## src/rtl/led_display_row_sequencer_pkg.sv

```systemverilog
// Shared types for the LED row sequencer: panel geometry, row payload, FSM states.
// SYS_CLK_FREQ is informational only; nothing is timed from it.
package led_display_package;

  localparam int SYS_CLK_FREQ   = 100_000_000;
  localparam int NUM_ROW_PIXELS = 32;
  localparam int NUM_COL_PIXELS = 64;
  localparam int SCAN_ROWS      = NUM_ROW_PIXELS / 2;
  localparam int ADDR_W         = $clog2(SCAN_ROWS);

  // Upper-half (0) and lower-half (1) colour planes for one scan line.
  typedef struct packed {
    logic [NUM_COL_PIXELS-1:0] r0;
    logic [NUM_COL_PIXELS-1:0] g0;
    logic [NUM_COL_PIXELS-1:0] b0;
    logic [NUM_COL_PIXELS-1:0] r1;
    logic [NUM_COL_PIXELS-1:0] g1;
    logic [NUM_COL_PIXELS-1:0] b1;
  } rgb_row_t;

  typedef enum logic [1:0] {
    S_IDLE,
    S_FILL,
    S_RUN,
    S_FLUSH
  } seq_state_t;

endpackage

```

## src/rtl/led_display_row_sequencer_fifo.sv

```systemverilog
// 2-entry registered FIFO with synchronous clear.
// Latency: push visible at head next cycle. Backpressure: push ignored when full, pop ignored when empty.
module led_display_row_fifo #(
  parameter int WIDTH = 8
) (
  input  logic             clk_in,
  input  logic             n_reset_in,
  input  logic             clr_in,
  input  logic             push_in,
  input  logic [WIDTH-1:0] push_dat_in,
  input  logic             pop_in,
  output logic [WIDTH-1:0] pop_dat_out,
  output logic [1:0]       count_out
);

  logic [WIDTH-1:0] mem0_q, mem0_d;
  logic [WIDTH-1:0] mem1_q, mem1_d;
  logic             wr_ptr_q, wr_ptr_d;
  logic             rd_ptr_q, rd_ptr_d;
  logic [1:0]       count_q, count_d;
  logic             do_push, do_pop;

  always_comb begin
    do_push  = push_in & (count_q != 2'd2);
    do_pop   = pop_in & (count_q != 2'd0);
    mem0_d   = mem0_q;
    mem1_d   = mem1_q;
    wr_ptr_d = wr_ptr_q;
    rd_ptr_d = rd_ptr_q;
    count_d  = count_q;
    if (do_push) begin
      if (wr_ptr_q) mem1_d = push_dat_in;
      else          mem0_d = push_dat_in;
      wr_ptr_d = ~wr_ptr_q;
    end
    if (do_pop) rd_ptr_d = ~rd_ptr_q;
    case ({do_push, do_pop})
      2'b10:   count_d = count_q + 2'd1;
      2'b01:   count_d = count_q - 2'd1;
      default: count_d = count_q;
    endcase
    if (clr_in) begin
      wr_ptr_d = 1'b0;
      rd_ptr_d = 1'b0;
      count_d  = 2'd0;
    end
  end

  always_ff @(posedge clk_in or negedge n_reset_in) begin
    if (!n_reset_in) begin
      mem0_q   <= '0;
      mem1_q   <= '0;
      wr_ptr_q <= 1'b0;
      rd_ptr_q <= 1'b0;
      count_q  <= 2'd0;
    end else begin
      mem0_q   <= mem0_d;
      mem1_q   <= mem1_d;
      wr_ptr_q <= wr_ptr_d;
      rd_ptr_q <= rd_ptr_d;
      count_q  <= count_d;
    end
  end

  assign pop_dat_out = rd_ptr_q ? mem1_q : mem0_q;
  assign count_out   = count_q;

endmodule

```

## src/rtl/led_display_row_sequencer.sv

```systemverilog
// Tags buffered rows with scan address/frame start and streams them to the PHY; repeats last row on underflow.
// Latency: 2 clk push-to-valid from S_FILL, 1 clk pop-to-output in S_RUN. Backpressure: output held until accepted, FIFO ready drops at 2 entries.
// Optional LED_DISPLAY_SEQ_STATS_EN adds a saturating underflow_count_out.
module led_display_row_sequencer
  import led_display_package::*;
(
  input  logic              clk_in,
  input  logic              n_reset_in,
  input  logic              enable_in,
  input  rgb_row_t          row_in,
  input  logic              row_valid_in,
  output logic              row_ready_out,
  output rgb_row_t          row_out,
  output logic [ADDR_W-1:0] row_addr_out,
  output logic              frame_start_out,
  output logic              row_valid_out,
  input  logic              row_ready_in
`ifdef LED_DISPLAY_SEQ_STATS_EN
  ,
  output logic [15:0]       underflow_count_out
`endif
);

  seq_state_t        state_q, state_d;
  rgb_row_t          row_q, row_d;
  logic [ADDR_W-1:0] addr_q, addr_d, addr_nxt;
  logic              valid_q, valid_d;
  logic              fs_q, fs_d;

  rgb_row_t          fifo_dat;
  logic [1:0]        fifo_count;
  logic              fifo_push, fifo_pop, fifo_clr, fifo_nonempty;
  logic              accept;

  led_display_row_fifo #(
    .WIDTH($bits(rgb_row_t))
  ) u_fifo (
    .clk_in      (clk_in),
    .n_reset_in  (n_reset_in),
    .clr_in      (fifo_clr),
    .push_in     (fifo_push),
    .push_dat_in (row_in),
    .pop_in      (fifo_pop),
    .pop_dat_out (fifo_dat),
    .count_out   (fifo_count)
  );

  // Ready depends only on registered state and enable, never on row_ready_in.
  assign row_ready_out = enable_in & ((state_q == S_FILL) | (state_q == S_RUN)) &
                         (fifo_count != 2'd2);
  assign fifo_push     = row_valid_in & row_ready_out;
  assign fifo_nonempty = (fifo_count != 2'd0);
  assign accept        = valid_q & row_ready_in;
  assign addr_nxt      = (addr_q == ADDR_W'(SCAN_ROWS - 1)) ? '0 : addr_q + 1'b1;

  always_comb begin
    state_d  = state_q;
    row_d    = row_q;
    addr_d   = addr_q;
    valid_d  = valid_q;
    fifo_pop = 1'b0;
    fifo_clr = 1'b0;
    case (state_q)
      S_IDLE: begin
        if (enable_in) state_d = S_FILL;
      end
      S_FILL: begin
        if (!enable_in) begin
          state_d = S_FLUSH;
        end else if (fifo_nonempty) begin
          row_d    = fifo_dat;
          fifo_pop = 1'b1;
          valid_d  = 1'b1;
          state_d  = S_RUN;
        end
      end
      S_RUN: begin
        if (!enable_in) begin
          state_d = S_FLUSH;
          if (accept) valid_d = 1'b0;
        end else if (accept) begin
          addr_d = addr_nxt;
          // Empty FIFO leaves row_d untouched: the last row repeats at the next address.
          if (fifo_nonempty) begin
            row_d    = fifo_dat;
            fifo_pop = 1'b1;
          end
        end
      end
      S_FLUSH: begin
        if (!(valid_q && !row_ready_in)) begin
          fifo_clr = 1'b1;
          valid_d  = 1'b0;
          addr_d   = '0;
          state_d  = S_IDLE;
        end
      end
      default: state_d = S_IDLE;
    endcase
    fs_d = valid_d & (addr_d == '0);
  end

  always_ff @(posedge clk_in or negedge n_reset_in) begin
    if (!n_reset_in) begin
      state_q <= S_IDLE;
      row_q   <= '0;
      addr_q  <= '0;
      valid_q <= 1'b0;
      fs_q    <= 1'b0;
    end else begin
      state_q <= state_d;
      row_q   <= row_d;
      addr_q  <= addr_d;
      valid_q <= valid_d;
      fs_q    <= fs_d;
    end
  end

  assign row_out         = row_q;
  assign row_addr_out    = addr_q;
  assign row_valid_out   = valid_q;
  assign frame_start_out = fs_q;

`ifdef LED_DISPLAY_SEQ_STATS_EN
  logic        repeat_evt;
  logic [15:0] ufl_cnt_q, ufl_cnt_d;

  assign repeat_evt = (state_q == S_RUN) & enable_in & accept & ~fifo_nonempty;

  always_comb begin
    ufl_cnt_d = ufl_cnt_q;
    if (fifo_clr)                                 ufl_cnt_d = 16'd0;
    else if (repeat_evt && ufl_cnt_q != 16'hFFFF) ufl_cnt_d = ufl_cnt_q + 16'd1;
  end

  always_ff @(posedge clk_in or negedge n_reset_in) begin
    if (!n_reset_in) ufl_cnt_q <= 16'd0;
    else             ufl_cnt_q <= ufl_cnt_d;
  end

  assign underflow_count_out = ufl_cnt_q;
`endif

endmodule

```

## config.mk

```make
export PLATFORM = sky130hd
export DESIGN_NAME = led_display_row_sequencer
export DESIGN_NICKNAME = d
export VERILOG_FILES = /design/src/rtl/led_display_row_sequencer_pkg.sv /design/src/rtl/led_display_row_sequencer_fifo.sv /design/src/rtl/led_display_row_sequencer.sv
export SDC_FILE = /design/constraint.sdc
export NUM_CORES = 2
export LEC_CHECK = 0
export ABC_CLOCK_PERIOD_IN_PS = 5800
export CAP_MARGIN = 10
export CORE_ASPECT_RATIO = 1.75
export CORE_MARGIN = 2
export CORE_UTILIZATION = 50
export DETAILED_ROUTE_END_ITERATION = 12
export HOLD_SLACK_MARGIN = 0.1
export PLACE_DENSITY = 0.82
export SLEW_MARGIN = 20
export SYNTH_ARGS = -nofsm -noshare
export SYNTH_HDL_FRONTEND = slang
export SYNTH_HIERARCHICAL = 1
export SYNTH_SLANG_ARGS = --single-unit
```

## constraint.sdc

```tcl
create_clock -name clk_in -period 5.8 [get_ports clk_in]
set_input_delay 1.16 -clock clk_in [delete_from_list [all_inputs] [get_ports clk_in]]
set_output_delay 1.16 -clock clk_in [all_outputs]
set_load 0.03 [all_outputs]
```

==> metrics.cfg <==
[final_layout]
area_growth_pct = 25.6
multi_input_area_um2 = 17800
seqCellArea_um2 = 29100
fillers = 6894
drive_gt1_share_pct = 36.3
final_util_pct = 63.4
stdcell_count = 5033
nNetsFinal = 4105

[setup_path]
cp-start-kind = input pin
worst_r2r_endpoint = u_fifo/mem1_q[223]
cp_data_required_time_ps = 4640
arrival_ps = 2960
crit_type = input pin to primary output
crit_fanout = 11
reg2reg_slack_ps = 2250
critPathCaptureType = primary output
reg2regPathDepth = 9
rr_startpoint = state_q[0]

[power_and_ir_drop]
power_density_nw_per_um2 = 580
p_leak_nw = 26.3
peakVddDrop_mv = 0.608

[timing]
holdWs_ps = 483
timing.final.crit_share_pct = 71.0
maxSlewViolCount = 0
max_freq_ghz = 0.243
min_period_ps = 4120
slew_headroom_pct = 29.9
skew_ps = 22.5
tightestPinTransition_ps = 1050
setup_viol = 0
hold_viol_final = 0
setup_tns_ps = 0
rsz0062_at_grt = false

[hold_path]
whs_path_depth = 1
whs_endpoint = row_out[174]
min_from = row_out[174]
hp-class = flop to flop

[placed_design]
placed_cells_incl_taps = 4820
portBuffers = 779
hpwl_um = 74700
routabilityCongestion = 0.817

[yosys]
synthesis.area_um2 = 48300
ys_ff_latch = 1164
yosysWarnings = 6
synth_flop_cell = dfrtp_1
ys_async_sr_fraction_pct = 100
synth_seq_area_share_pct = 60.3
synthesis.nets = 3350
synthDistinctLibCells = 44
synth_cells = 2955
synth_edf_count = 0
syn_area_per_cell_um2 = 16.3

[cts]
root_buffer = clkbuf_16
post-cts-setup-buffers = 0
cts_tree = built
htreeDepth = 3
ctsResizeCount = 0
cts_buffers = 104
cts_buffer_depth = 3
worstSkewPairLatency_ps = 700
clock_sinks = 1164
clkSlewWorstSetupHoldPaths_ps = 70
hold_buffers = 0

[routing]
viasPerCell = 5.41
wire_per_inst_um = 22.3
drc = 0
drt_iter0_drc = 1070
ant_nets = 0
routed_wl_um = 112000
num_vias = 27200
drtPass1Iterations = 4

[grt]
track_usage_pct = 22.6
gr-total-overflow = 0
antenna_found_initial = 37
grt_pass1_wl_um = 175000
grt_pass1_vias = 30000
grt_max_degree = 150

[floorplan]
initial_core_util_pct = 50.5
ioPinCount = 780
die_h_um = 415
fp-row-count = 150
die_area_um2 = 99200
die_w_um = 239
coreArea_um2 = 95700

[flow_run]
cap_violations = 0

[status]
status = completed

stage by stage:
| stage | setup slack [ps] | total power (W) | cell area, um^2 |
|---|---|---|---|
| CTS | 1690 | 0.0355 | 60600 |
| detailed placement | 1340 | 0.0280 | 56900 |
| floorplan | 2370 | 0.0229 | 48300 |
| global route | 1620 | 0.0370 | 60700 |
| finish | 1680 | 0.0352 | 60700 |
| global placement | 1380 | 0.0275 | 56900 |
worst max-delay path by stage:
stage          startpoint            endpoint  slack (ps)  cells after the start
2_1_floorplan   enable_in  u_fifo/mem0_q[308]        2370                      9
3_3_place_gp    enable_in  u_fifo/mem1_q[273]        1380                      8
3_5_place_dp    enable_in  u_fifo/mem1_q[282]        1340                      8
4_1_cts         enable_in       row_ready_out        1690                      4
5_1_grt         enable_in       row_ready_out        1620                      4
6_report        enable_in       row_ready_out        1680                      4
layer usage:
layer  vias to the layer above  GRT usage [%]  routed length, um
met4                        28           10.3               4240
met5                         -              0                194
li1                      12100              -                  -
met2                       737           37.9              55700
met3                       200           8.02               9760
met1                     14200           25.9              42500
synth_stat cells, drive strengths merged (2+ instances only):
master,number,share of area [%]
nor3,2,0.021
and2,3,0.039
nand2b,5,0.065
nor2,7,0.054
nand2,7,0.054
mux2,1538,36
buf,160,2.7
dfrtp,1164,60
a21oi,11,0.12
inv,6,0.047
ha,6,0.16
o21ai,5,0.052
nand3b,2,0.031
nand3,5,0.052
clkbuf,12,0.093
a22o,2,0.036
flip-flops by register name, indices dropped and copies added (netlist names):
signal / flops
frame_start_out: 1
row_addr_out: 4
row_out: 384
row_valid_out: 1
state_q: 2
u_fifo/count_out: 2
u_fifo/mem0_q: 384
u_fifo/mem1_q: 384
u_fifo/rd_ptr_q: 1
u_fifo/wr_ptr_q: 1
report_power, final:
group | leakage [nW] | internal (W) | switching (W) | total (W)
clock network | 1.82 | 0.00427 | 0.00309 | 0.00737
registers | 14.3 | 0.0120 | 0.00189 | 0.0139
logic | 10.1 | 0.00733 | 0.00662 | 0.0140
area by class of cell:
class,count,area share (%)
clock inverters,50,1.23
multi-input cells,1613,29.4
diodes,24,0.0990
repair buffers,821,13.8
inverters,6,0.0371
clock buffers,139,4.87
flip-flops and latches,1164,48.0
well taps,1216,2.51
logic make-up after synthesis:
logic type	after synthesis	synth area share, %
mux	1538	35.9
simple gates	38	0.425
xor+xnor	2	0.0363
flops	1164	60.3
compound gates	29	0.402
fa+ha+maj	6	0.155
buf+inv	178	2.81
placed cells by master (no fill, tap or decap), types with 4 or more instances in the layout:
master	n
mux2_2	1153
clkinv_2	23
clkbuf_16	106
ha_1	6
nand2_1	7
o21ai_0	4
clkdlybuf4s50_1	778
clkbuf_1	15
a21oi_1	10
nand3_1	4
buf_12	22
bufinv_16	15
clkbuf_8	18
inv_1	6
nor2_1	7
diode_2	24
clkinvlp_4	4
dfrtp_1	1163
nand2b_1	5
buf_4	20
mux2_1	385
worst max-delay path: stages:
cell             delay (ps)
clkdlybuf4s50_1         710
nand2_1                  90
a21oi_1                 150
clkdlybuf4s50_1         840
No activity file was read; power rests on OpenSTA's default activity.
